<file path="config.mk">
export PLATFORM = sky130hd
export DESIGN_NAME = axistream_forwarder_flat
export DESIGN_NICKNAME = d
export VERILOG_FILES = /design/src/rtl/axistream_forwarder_pkg.sv /design/src/rtl/axistream_forwarder_if.sv /design/src/rtl/axistream_forwarder_buf.sv /design/src/rtl/axistream_forwarder.sv /design/src/flat_wrapper.sv
export SDC_FILE = /design/constraint.sdc
export NUM_CORES = 1
export LEC_CHECK = 0
export ABC_AREA = 1
export ABC_CLOCK_PERIOD_IN_PS = 3100
export CAP_MARGIN = 0
export CORE_ASPECT_RATIO = 0.75
export CORE_MARGIN = 10
export CORE_UTILIZATION = 49
export CTS_CLUSTER_DIAMETER = 150
export DETAILED_ROUTE_END_ITERATION = 16
export GPL_TIMING_DRIVEN = 0
export PLACE_DENSITY = 0.74
export SYNTH_ARGS = -nofsm -noshare
export SYNTH_HDL_FRONTEND = slang
export SYNTH_SLANG_ARGS = --single-unit
</file>
<file path="constraint.sdc">
create_clock -name clk -period 3.1 [get_ports clk]
set_clock_uncertainty 0.2 [all_clocks]
set_input_delay 0.31 -clock clk [delete_from_list [all_inputs] [get_ports clk]]
set_output_delay 0.31 -clock clk [all_outputs]
set_load 0.01 [all_outputs]
</file>
<file path="src/rtl/axistream_forwarder_pkg.sv">
// Shared definitions for the packet-mem forwarder and its neighbours.
// - state_t        : FSM state encoding. Packet-mem-side blocks decode it too,
//                    so the numeric values are fixed.
// - BUF_DEPTH      : entries in the output skid buffer. It covers the one-cycle
//                    read latency of packet mem.
// - bytes_per_word : stream bytes per word for a given data width.
package axistream_forwarder_pkg;

    typedef enum logic [1:0] {
        ST_IDLE  = 2'd0,
        ST_READ  = 2'd1,
        ST_DRAIN = 2'd2,
        ST_DONE  = 2'd3
    } state_t;

    localparam int BUF_DEPTH = 2;

    function automatic int bytes_per_word(input int data_width);
        return data_width / 8;
    endfunction

endpackage

</file>
<file path="src/rtl/axistream_forwarder_if.sv">
// AXI Stream bundle between the forwarder (master) and the downstream sink (slave).
// Signals:
// - TDATA  : stream data. Byte 0 is TDATA[7:0].
// - TKEEP  : byte enables.
// - TVALID : stream valid.
// - TREADY : stream ready, driven by the sink.
// - TLAST  : last beat of the packet.
interface axistream_forwarder_if
    import axistream_forwarder_pkg::*;
#(
    parameter int DATA_WIDTH = 64
) ();
    localparam int KEEP_WIDTH = bytes_per_word(DATA_WIDTH);

    logic [DATA_WIDTH-1:0] TDATA;
    logic [KEEP_WIDTH-1:0] TKEEP;
    logic                  TVALID;
    logic                  TREADY;
    logic                  TLAST;

    modport master (output TDATA, output TKEEP, output TVALID, output TLAST, input TREADY);
    modport slave  (input TDATA, input TKEEP, input TVALID, input TLAST, output TREADY);
endinterface

</file>
<file path="src/rtl/axistream_forwarder_buf.sv">
// Two-entry register FIFO of {data, keep, last} words.
// It catches the word that packet mem returns one cycle after a read, while
// the stream sink applies backpressure.
// Ports:
// - clk, rst_n                        : clock; asynchronous active-low reset.
// - push, push_data/keep/last         : write one entry.
//                                       The caller never pushes while the FIFO is full.
// - pop                               : drop the head entry.
// - head_data/keep/last               : head entry. It holds steady until popped.
// - full, empty, occupancy            : fill status.
module axistream_forwarder_buf
    import axistream_forwarder_pkg::*;
#(
    parameter int DATA_WIDTH = 64,
    parameter int KEEP_WIDTH = 8
) (
    input  logic                  clk,
    input  logic                  rst_n,
    input  logic                  push,
    input  logic [DATA_WIDTH-1:0] push_data,
    input  logic [KEEP_WIDTH-1:0] push_keep,
    input  logic                  push_last,
    input  logic                  pop,
    output logic [DATA_WIDTH-1:0] head_data,
    output logic [KEEP_WIDTH-1:0] head_keep,
    output logic                  head_last,
    output logic                  full,
    output logic                  empty,
    output logic [1:0]            occupancy
);
    logic [DATA_WIDTH-1:0] data_reg [BUF_DEPTH];
    logic [KEEP_WIDTH-1:0] keep_reg [BUF_DEPTH];
    logic                  last_reg [BUF_DEPTH];
    logic                  wr_ptr_reg;
    logic                  rd_ptr_reg;
    logic [1:0]            count_reg;

    genvar gi;
    generate
        for (gi = 0; gi < BUF_DEPTH; gi++) begin : g_entry
            always_ff @(posedge clk or negedge rst_n) begin
                if (!rst_n) begin
                    data_reg[gi] <= '0;
                    keep_reg[gi] <= '0;
                    last_reg[gi] <= 1'b0;
                end else if (push && (wr_ptr_reg == 1'(gi))) begin
                    data_reg[gi] <= push_data;
                    keep_reg[gi] <= push_keep;
                    last_reg[gi] <= push_last;
                end
            end
        end
    endgenerate

    always_ff @(posedge clk or negedge rst_n) begin
        if (!rst_n) begin
            wr_ptr_reg <= 1'b0;
            rd_ptr_reg <= 1'b0;
            count_reg  <= 2'd0;
        end else begin
            if (push) wr_ptr_reg <= ~wr_ptr_reg;
            if (pop)  rd_ptr_reg <= ~rd_ptr_reg;
            // A simultaneous push and pop leaves the count unchanged.
            case ({push, pop})
                2'b10:   count_reg <= count_reg + 2'd1;
                2'b01:   count_reg <= count_reg - 2'd1;
                default: count_reg <= count_reg;
            endcase
        end
    end

    assign head_data = data_reg[rd_ptr_reg];
    assign head_keep = keep_reg[rd_ptr_reg];
    assign head_last = last_reg[rd_ptr_reg];
    assign occupancy = count_reg;
    assign empty     = (count_reg == 2'd0);
    assign full      = (count_reg == 2'(BUF_DEPTH));
endmodule

</file>
<file path="src/rtl/axistream_forwarder.sv">
// Reads a finished packet back out of packet mem and sends it as an AXI Stream master.
// Ports:
// - clk, rst_n          : clock; asynchronous active-low reset.
// - pkt_ready, pkt_len  : packet available. pkt_len is its length in bytes.
// - rd_addr, rd_en      : packet mem read port.
// - rd_data             : read data. It returns one cycle after rd_en.
// - done                : one-cycle pulse when the whole packet has been sent.
// - axis                : AXI Stream master bundle.
module axistream_forwarder
    import axistream_forwarder_pkg::*;
#(
    parameter int DATA_WIDTH = 64,
    parameter int ADDR_WIDTH = 9,
    parameter int PLEN_WIDTH = 32
) (
    input  logic                  clk,
    input  logic                  rst_n,
    input  logic                  pkt_ready,
    input  logic [PLEN_WIDTH-1:0] pkt_len,
    output logic [ADDR_WIDTH-1:0] rd_addr,
    output logic                  rd_en,
    input  logic [DATA_WIDTH-1:0] rd_data,
    output logic                  done,
    axistream_forwarder_if.master axis
);
    localparam int BYTES = bytes_per_word(DATA_WIDTH);
    localparam logic [PLEN_WIDTH-1:0] BYTES_P = PLEN_WIDTH'(BYTES);

    state_t                state_reg, state_next;
    logic [PLEN_WIDTH-1:0] reads_left_reg, reads_left_next;
    logic [PLEN_WIDTH-1:0] tail_reg, tail_next;
    logic [ADDR_WIDTH-1:0] rd_addr_reg, rd_addr_next;
    logic                  inflight_reg;       // read issued last cycle; its data is on rd_data now
    logic                  inflight_last_reg;  // that read fetched the final beat

    logic [PLEN_WIDTH-1:0] len_tail, len_beats;
    logic [BYTES-1:0]      tail_keep, push_keep;
    logic [DATA_WIDTH-1:0] head_data;
    logic [BYTES-1:0]      head_keep;
    logic                  head_last, buf_full, buf_empty, pop, room;
    logic [1:0]            occupancy;

    assign len_tail  = pkt_len % BYTES_P;
    assign len_beats = (pkt_len / BYTES_P) + {{(PLEN_WIDTH-1){1'b0}}, (len_tail != '0)};

    // Keep mask for the final beat: set the low `tail` bytes, or all bytes when tail is 0.
    genvar gi;
    generate
        for (gi = 0; gi < BYTES; gi++) begin : g_keep
            assign tail_keep[gi] = (tail_reg == '0) || (tail_reg > PLEN_WIDTH'(gi));
        end
    endgenerate
    assign push_keep = inflight_last_reg ? tail_keep : '1;

    assign pop = ~buf_empty & axis.TREADY;
    // Count the word that leaves this cycle as already gone. This lets a new
    // read overlap a pop and keeps one beat per cycle when TREADY stays high.
    // The buffer still never receives a word while it is full.
    assign room = (({1'b0, occupancy} + {2'b00, inflight_reg} - {2'b00, pop}) < 3'd2)
                  && (!buf_full || pop);

    always_comb begin
        state_next      = state_reg;
        reads_left_next = reads_left_reg;
        tail_next       = tail_reg;
        rd_addr_next    = rd_addr_reg;
        rd_en           = 1'b0;
        done            = 1'b0;
        unique case (state_reg)
            ST_IDLE: begin
                rd_addr_next = '0;
                if (pkt_ready) begin
                    if (pkt_len == '0) begin
                        state_next = ST_DONE;
                    end else begin
                        tail_next       = len_tail;
                        reads_left_next = len_beats;
                        state_next      = ST_READ;
                    end
                end
            end
            ST_READ: begin
                if ((reads_left_reg != '0) && room) begin
                    rd_en           = 1'b1;
                    reads_left_next = reads_left_reg - PLEN_WIDTH'(1);
                    // Hold the address on the final read so it never passes beats-1.
                    if (reads_left_reg > PLEN_WIDTH'(1))
                        rd_addr_next = rd_addr_reg + ADDR_WIDTH'(1);
                    else
                        state_next = ST_DRAIN;
                end
            end
            ST_DRAIN: begin
                if (pop && head_last) begin
                    state_next   = ST_DONE;
                    rd_addr_next = '0;
                end
            end
            ST_DONE: begin
                done         = 1'b1;
                rd_addr_next = '0;
                state_next   = ST_IDLE;
            end
            default: state_next = ST_IDLE;
        endcase
    end

    always_ff @(posedge clk or negedge rst_n) begin
        if (!rst_n) begin
            state_reg         <= ST_IDLE;
            reads_left_reg    <= '0;
            tail_reg          <= '0;
            rd_addr_reg       <= '0;
            inflight_reg      <= 1'b0;
            inflight_last_reg <= 1'b0;
        end else begin
            state_reg         <= state_next;
            reads_left_reg    <= reads_left_next;
            tail_reg          <= tail_next;
            rd_addr_reg       <= rd_addr_next;
            inflight_reg      <= rd_en;
            inflight_last_reg <= rd_en && (reads_left_reg == PLEN_WIDTH'(1));
        end
    end

    assign rd_addr = rd_addr_reg;

    axistream_forwarder_buf #(
        .DATA_WIDTH (DATA_WIDTH),
        .KEEP_WIDTH (BYTES)
    ) u_buf (
        .clk       (clk),
        .rst_n     (rst_n),
        .push      (inflight_reg),
        .push_data (rd_data),
        .push_keep (push_keep),
        .push_last (inflight_last_reg),
        .pop       (pop),
        .head_data (head_data),
        .head_keep (head_keep),
        .head_last (head_last),
        .full      (buf_full),
        .empty     (buf_empty),
        .occupancy (occupancy)
    );

    assign axis.TVALID = ~buf_empty;
    assign axis.TDATA  = head_data;
    assign axis.TKEEP  = head_keep;
    assign axis.TLAST  = head_last;
endmodule

</file>
<file path="src/flat_wrapper.sv">
// flat-port wrapper written by rule: the top's interface ports become plain ports
module axistream_forwarder_flat import axistream_forwarder_pkg::*;
#(
    parameter int DATA_WIDTH = 64,
    parameter int ADDR_WIDTH = 9,
    parameter int PLEN_WIDTH = 32
)
  (clk, rst_n, pkt_ready, pkt_len, rd_addr, rd_en, rd_data, done, axis_TDATA, axis_TKEEP, axis_TVALID, axis_TLAST, axis_TREADY);
  axistream_forwarder_if #(.DATA_WIDTH(DATA_WIDTH)) axis_i ();
  input  logic clk;
  input  logic rst_n;
  input  logic pkt_ready;
  input  logic [PLEN_WIDTH-1:0] pkt_len;
  output logic [ADDR_WIDTH-1:0] rd_addr;
  output logic rd_en;
  input  logic [DATA_WIDTH-1:0] rd_data;
  output logic done;
  output wire logic [$bits(axis_i.TDATA)-1:0] axis_TDATA;
  output wire logic [$bits(axis_i.TKEEP)-1:0] axis_TKEEP;
  output wire logic [$bits(axis_i.TVALID)-1:0] axis_TVALID;
  output wire logic [$bits(axis_i.TLAST)-1:0] axis_TLAST;
  input wire logic [$bits(axis_i.TREADY)-1:0] axis_TREADY;
  assign axis_TDATA = axis_i.TDATA;
  assign axis_TKEEP = axis_i.TKEEP;
  assign axis_TVALID = axis_i.TVALID;
  assign axis_TLAST = axis_i.TLAST;
  assign axis_i.TREADY = axis_TREADY;
  axistream_forwarder #(.DATA_WIDTH(DATA_WIDTH), .ADDR_WIDTH(ADDR_WIDTH), .PLEN_WIDTH(PLEN_WIDTH)) u_core (.clk(clk), .rst_n(rst_n), .pkt_ready(pkt_ready), .pkt_len(pkt_len), .rd_addr(rd_addr), .rd_en(rd_en), .rd_data(rd_data), .done(done), .axis(axis_i));
endmodule
</file>
==> results of run 1 <==
==> worst reg2reg max path: stages, from the launching register on <==
cell and delay [ns]:
dfrtp_1 0.40, inv_2 0.09, nand2_4 0.06, nand2_4 0.07
inv_4 0.04, ha_4 0.21, or2_4 0.23, fa_2 0.57
nand3_2 0.10, nor2_4 0.15, o21ai_4 0.10, buf_6 0.14
nand2_8 0.08, buf_12 0.11, nand3_4 0.18, clkbuf_16 0.24
nand2_2 0.05, nand2_1 0.05
==> placed cells by master (no fill, tap or decap), types with 4 or more instances in the layout <==
cell type	instances
or2_2	8
clkbuf_2	4
nor2_2	4
buf_6	10
nor2_4	5
nand2_4	4
ha_1	12
nor2_1	129
inv_8	4
o21bai_1	8
buf_1	5
xnor2_1	5
o21ai_0	179
xor2_1	11
clkbuf_16	19
nand2_2	33
clkbuf_1	43
nand3b_1	7
nand2_1	631
clkdlybuf4s50_1	182
a21oi_1	10
nor3_1	5
nand4_1	18
inv_2	4
dfrtp_1	197
a31oi_1	5
nand3_1	67
inv_1	140
buf_4	15
==> cell type report <==
cell class	instances	share of cell area [%]
Buffer	61	2.047
Timing Repair Buffer	209	14.98
Tap cell	294	2.594
Inverter	146	3.882
Clock buffer	18	3.097
Multi-Input combinational cell	1158	37.37
Sequential cell	198	34.95
Clock inverter	13	1.085
==> synthesized netlist by cell type, types with 2 or more instances <==
cell / number / share of area (%)
a21boi_0: 2 / 0.14
a21oi_1: 10 / 0.46
a31oi_1: 5 / 0.29
buf_1: 7 / 0.24
buf_6: 6 / 0.62
clkbuf_1: 48 / 1.7
dfrtp_1: 198 / 45
ha_1: 13 / 1.5
inv_1: 143 / 4.9
inv_2: 2 / 0.069
nand2_1: 663 / 23
nand2_2: 5 / 0.29
nand3_1: 68 / 3.1
nand3b_1: 7 / 0.48
nand4_1: 18 / 1.0
nor2_1: 131 / 4.5
nor2_2: 5 / 0.29
nor2_4: 2 / 0.21
nor3_1: 5 / 0.23
o21ai_0: 179 / 8.2
o21bai_1: 8 / 0.55
or2_2: 10 / 0.57
xnor2_1: 5 / 0.40
xor2_1: 11 / 0.88
==> through the flow <==
step / util (%) / setup TNS [ns]
finish: 64.48 / -1.359
CTS: 63.25 / -0.07359
global placement: 59.69 / -1361.84
floorplan: - / 0
detailed placement: 59.84 / -14.72
global route: 64.48 / -4.163
==> kinds of logic after synthesis <==
kind of cell,count (synthesis)
buffers and inverters,208
xor gates and xnor gates,16
and+or+nand+nor,920
DFF,198
AOI/OAI and AO/OA,208
adders and majority gates,14
==> power by group through the flow <==
stage,Combinational (uW),Sequential (uW),Clock [uW]
2_1_floorplan,4430,4430,0
3_3_place_gp,7380,4570,0
3_5_place_dp,7540,4600,0
4_1_cts,7860,4580,2260
5_1_grt,9280,4780,2370
6_report,8380,4630,2220
==> per-layer routing <==
| metal | up-vias | part of all wire [%] | track usage, % |
|---|---|---|---|
| met5 | - | 0 | 0 |
| met4 | 0 | 1.1 | 4.563 |
| met3 | 24 | 8.2 | 4.463 |
| met2 | 394 | 43 | 33.48 |
| met1 | 5058 | 47 | 34.02 |
| li1 | 5348 | - | - |
==> timing repair <==
| item | 4_1_cts | 5_1_grt |
|---|---|---|
| hold buffers | 1 | 0 |
| buffers inserted | 7 | 12 |
| gates cloned | 2 | 2 |
| hold endpoints to repair | 83 | 0 |
| pin swaps | 5 | 26 |
| gates resized for setup | 34 | 41 |
| endpoints found under the setup margin | 90 | 70 |
==> how the worst max path moves through the flow <==
stage,from,to,slack (ns),cells past startpoint
5_1_grt,u_core.u_buf.occupancy[1],rd_en,-0.16,12
3_5_place_dp,axis_TREADY,rd_en,-0.72,11
6_report,u_core.u_buf.occupancy[0],rd_en,-0.09,12
2_1_floorplan,u_core.u_buf.occupancy[1],u_core.reads_left_reg[16],0.08,17
4_1_cts,u_core.u_buf.occupancy[0],rd_en,-0.07,12
3_3_place_gp,rst_n,u_core.u_buf.data_reg[109],-6.84,1
==> results.cfg, run 1 <==
[grt]
antenna_found_initial = 0
grt_overflow_total = 0
grt_max_degree = 116
grt_pass1_wl_um = 53010
grt_pass1_vias = 10050
track_usage_pct = 22.79

[finish]
drive_above_1_share_pct = 7.876
num-fill-cells = 1998
multi_input_area_um2 = 5299
final_area_um2 = 14180
layout.nets = 1905
seqCellArea_um2 = 4956
diodes = 0
stdcell_count = 2097
largest_register_ffs = 128
syn2layout_area_growth_pct = 29.87

[timing]
relSlewSlack_pct = 54.76
whs_ns = 0.2424
clock.fmax_mhz = 313.5
maxSlewViolCount = 0
fin_crit_sh_pct = 102.9
worst_pin_slew_ns = 0.6761
timing.final.crit_period_ns = 3.190
setup_viol = 31
rsz0062_at_grt = yes
hold_viol = 0
timing.final.ws_setup_ns = -0.08975

[worst_setup_path]
arrival_ns = 2.68
path_cells = inv_2 > nand2_4 > nand2_4 > inv_4 > ha_4 > or2_4 > fa_2 > nand3_2 > nor2_4 > o21ai_4 > nor2_4 > buf_6
worst_setup_path_end_kind = output pin
reg2reg_from = u_core.u_buf.occupancy[0]
rrSetupSlack_ns = -0.06
worst-path-max-fanout = 3
max_stage_delay_ns = 0.57
reg2reg_to = u_core.reads_left_reg[18]
reg2regPathDepth = 17
crit_type = reg -> out
slowest_stage = fa_2
path_delay_family = adder cells
critPathLaunchType = flop
worst-path-buf-inv = 3
critPathRequiredTime_ns = 2.59

[power]
internal-power_uw = 8560
combPwrFrac_pct = 55.0
seqPwrFrac_pct = 30.4
swShare_pct = 43.79
net-switching-power_uw = 6670
clkPwrFrac_pct = 14.6
p_total_uw = 15230
power_density_nw_per_um2 = 1074
vdd_drop_max_v = 0.0004810
power.leakage_uw = 0.007051

[logic_synthesis]
synthFlopType = dfrtp_1
synthAdderAreaFrac_pct = 1.673
synthesis.area_um2 = 10920
synth_mux_area_share_pct = 0
async_reset_ff_share_pct = 100.0
synth_fp_nets = 1678
synth_top_family_by_area = simple AND/OR/NAND/NOR gates
synth.avg_cell_area_um2 = 6.982
seq_area_frac_synth_pct = 45.38
synth_compound_area_share_pct = 10.00
synth.distinct_cells = 37
synth-edff-count = 0
yosys_register_bits = 198
synth-simple-area-share_pct = 34.09
syn_inst = 1564
ys_warn_count = 0
synthXorXnorAreaFrac_pct = 1.283

[cts]
htreeDepth = 4
clockBufferDepth = 2
cts_tree = yes
cts.sinks = 198
clockRootBuffer = clkbuf_16
clk_pin_slew_worst_paths_ns = 0.09
insertion_delay_ns = 0.43
cts_buffers = 17

[detailed_routing]
vias = 10820
dr.pass1.iters = 6
routed_via_density = 5.162
wl_per_cell_um = 16.11
ant_nets = 0
wl_um = 33790
drtIter0Drc = 918
drc_errors = 0

[placed_design]
io_buffers = 184
dp.final_hpwl_um = 24820
dp_cells = 2043
placed_area_um2 = 13160
preCtsSetupSlack_ns = -0.7243
gp_routability_congestion = 0.9189

[status]
status = complete, but fails checks
violations = setup timing

[die]
die_h_um = 149.3
dieArea_um2 = 28720
std_cell_rows = 47
start_util_pct = 49.65
die_w_um = 192.4
ioPinCount = 185
core-area_um2 = 21990

[min_path]
hold_path_end = u_core.u_buf.data_reg[25]
min_path_cells = 3
hold_class = in -> reg
holdCritStartpoint = rd_data[25]

[run]
maxCapViolCount = 0
(Power assumes the default switching activity.)
==> inputs of run 2 (changes only) <==
--- a/config.mk
+++ b/config.mk
@@ -11,10 +11,11 @@
 export CORE_ASPECT_RATIO = 0.75
 export CORE_MARGIN = 10
 export CORE_UTILIZATION = 49
+export CTS_BUF_LIST = sky130_fd_sc_hd__clkbuf_4 sky130_fd_sc_hd__clkbuf_8 sky130_fd_sc_hd__clkbuf_16
 export CTS_CLUSTER_DIAMETER = 150
 export DETAILED_ROUTE_END_ITERATION = 16
 export GPL_TIMING_DRIVEN = 0
-export PLACE_DENSITY = 0.74
+export PLACE_DENSITY = 0.77
 export SYNTH_ARGS = -nofsm -noshare
 export SYNTH_HDL_FRONTEND = slang
 export SYNTH_SLANG_ARGS = --single-unit
==> run 2 against run 1 <==
Effect of this change: the run still ends with setup timing left; register-to-register slack improved by 0.09 ns; clock-buffer cell count unchanged; flip-flop and latch count unchanged; die area unchanged; setup slack improved by 0.081 ns; worst hold slack got worse by 0.017 ns; sequential power about the same; global-route usage increased by 0.42 points; via count increased by 1.1%; final cell count decreased by 0.33%; critical path depth unchanged; sequential share of layout area increased by 0.53 points; critical endpoint unchanged; highest routed layer unchanged.
==> results.cfg, run 2 (same netlist as run 1, synthesis figures left out) <==
[worst_setup_path]
path_cells = inv_2 > nand2_2 > nand2_2 > inv_2 > ha_4 > or2_4 > fa_2 > nand3_2 > nor2_4 > o21ai_4 > nor2_4 > buf_6
cp.depth = 12
worst-path-buf-inv = 3
worst_setup_path_end_kind = output pin
crit_type = reg -> out
critPathLaunchType = flop
arrival_ns = 2.60
rrSetupSlack_ns = 0.03
reg2reg_to = u_core.reads_left_reg[27]
worst-path-max-fanout = 3
slowest_stage = fa_2
max_stage_delay_ns = 0.57
crit_path_start = u_core.u_buf.occupancy[1]
worstSetupEndpoint = rd_en
critPathRequiredTime_ns = 2.59
reg2regPathDepth = 17
reg2reg_from = u_core.u_buf.occupancy[1]
path_delay_family = adder cells

[power]
vdd_drop_max_v = 0.0004482
seqPwrFrac_pct = 31.3
power_density_nw_per_um2 = 1060
net-switching-power_uw = 6540
clkPwrFrac_pct = 15.4
combPwrFrac_pct = 53.3
swShare_pct = 44.15
p_total_uw = 14810
power.leakage_uw = 0.006963
internal-power_uw = 8271

[detailed_routing]
ant_nets = 0
dr.pass1.iters = 6
wl_um = 33770
wl_per_cell_um = 16.16
drc_errors = 0
vias = 10940
drtIter0Drc = 932
routed_via_density = 5.236

[die]
die_w_um = 192.4
start_util_pct = 49.65
std_cell_rows = 47
core-area_um2 = 21990
die_h_um = 149.3
ioPinCount = 185
dieArea_um2 = 28720

[status]
status = complete, but fails checks
violations = setup timing

[timing]
rsz0062_at_grt = yes
fin_crit_sh_pct = 100.3
tns_ns = -0.008395
timing.final.ws_setup_ns = -0.008395
hold_viol = 0
maxSlewViolCount = 0
setup_viol = 1
worst_pin_slew_ns = 0.6783
timing.final.crit_period_ns = 3.108
clock.fmax_mhz = 321.7
relSlewSlack_pct = 54.43

[finish]
layout.nets = 1896
final_common_cell = nand2_1
final_cell_mix = nand2_1, dfrtp_1, clkdlybuf4s50_1
stdcell_count = 2090
drive_above_1_share_pct = 5.850
syn2layout_area_growth_pct = 27.92
utilization_pct = 63.51
largest_register_ffs = 128

[cts]
cts_buffers = 17
htreeDepth = 4
cts_tree = yes
clockBufferDepth = 2
clk_pin_slew_worst_paths_ns = 0.09
cts.sinks = 198
clockRootBuffer = clkbuf_16
insertion_delay_ns = 0.45

[grt]
grt_overflow_total = 0
track_usage_pct = 23.22
grt_max_degree = 119
antenna_found_initial = 1
grt_pass1_vias = 10370
grt_pass1_wl_um = 53800

[placed_design]
dp_cells = 2043
preCtsSetupSlack_ns = -0.6577
gp_routability_congestion = 0.9095
io_buffers = 184
dp.final_hpwl_um = 25230

[run]
maxCapViolCount = 0

[min_path]
min_path_cells = 3
hold_class = in -> reg
run 2: stage by stage:
stage,cell area (um2),hold WS [ns]
final,13970,0.2257
after global routing,13970,0.2506
after CTS,13890,0.2266
after detailed placement,13160,0.1453
after global placement,13130,0.2310
after floorplan,10920,-0.1856
run 2: what timing repair did:
| item | CTS | global route |
|---|---|---|
| setup endpoints to repair | 89 | 64 |
| hold buffers | 1 | 0 |
| gates cloned | 0 | 2 |
| pin swaps | 3 | 9 |
| buffers inserted | 6 | 6 |
| endpoints found under the hold margin | 80 | 0 |
| resized for setup | 27 | 12 |
run 2: how the worst min path moves through the flow:
stage                                         from                   endpoint  slack, ns
after floorplan                              rst_n   u_core.inflight_last_reg      -0.19
after global placement    u_core.u_buf.keep_reg[8]   u_core.u_buf.keep_reg[8]       0.23
after detailed placement                     rst_n   u_core.u_buf.data_reg[9]       0.15
after CTS                              rd_data[26]  u_core.u_buf.data_reg[90]       0.23
after global routing                   rd_data[27]  u_core.u_buf.data_reg[27]       0.25
final                                  rd_data[26]  u_core.u_buf.data_reg[90]       0.23
run 2: layout make-up:
class / count / area [um2]
diodes: 1 / 2.502
plain buffers: 61 / 282.8
clock buffers: 18 / 439.2
clock inverters: 14 / 176.4
fillers: 1986 / 8025
inverters: 146 / 548.0
multi-input cells: 1158 / 5197
flip-flops and latches: 198 / 4956
well taps: 294 / 367.9
repair buffers: 200 / 1998
run 2: worst register-to-register path, stage by stage, from the launching register on:
cell and delay, ns:
dfrtp_1 0.39, inv_2 0.07, nand2_2 0.06, nand2_2 0.07, inv_2 0.05, ha_4 0.22
or2_4 0.24, fa_2 0.57, nand3_2 0.08, nor2_4 0.11, o21ai_4 0.08, buf_4 0.15
nand2_4 0.10, nand2_2 0.08, nor2_4 0.25, buf_6 0.17, nand2_1 0.06, nand2_1 0.06
run 2: layer usage:
metal / track usage (%) / wire [um]
met1: 34.11 / 15700
met2: 33.66 / 14350
met3: 5.444 / 3148
met4: 5.568 / 572
met5: 0 / 0
run 2: power groups by stage:
stage | combinational, uW | clock (uW) | sequential, uW
after detailed placement | 7550 | 0 | 4610
after floorplan | 4430 | 0 | 4430
final | 7900 | 2280 | 4630
after global placement | 7360 | 0 | 4570
after CTS | 7770 | 2300 | 4600
after global routing | 8830 | 2390 | 4770
==> inputs of run 3 (changes only) <==
--- a/config.mk
+++ b/config.mk
@@ -7,7 +7,7 @@
 export LEC_CHECK = 0
 export ABC_AREA = 1
 export ABC_CLOCK_PERIOD_IN_PS = 3100
-export CAP_MARGIN = 0
+export CAP_MARGIN = 5
 export CORE_ASPECT_RATIO = 0.75
 export CORE_MARGIN = 10
 export CORE_UTILIZATION = 49
==> results of run 3 <==
No change in the layout: final DEF, timing and power equal those of run 2.
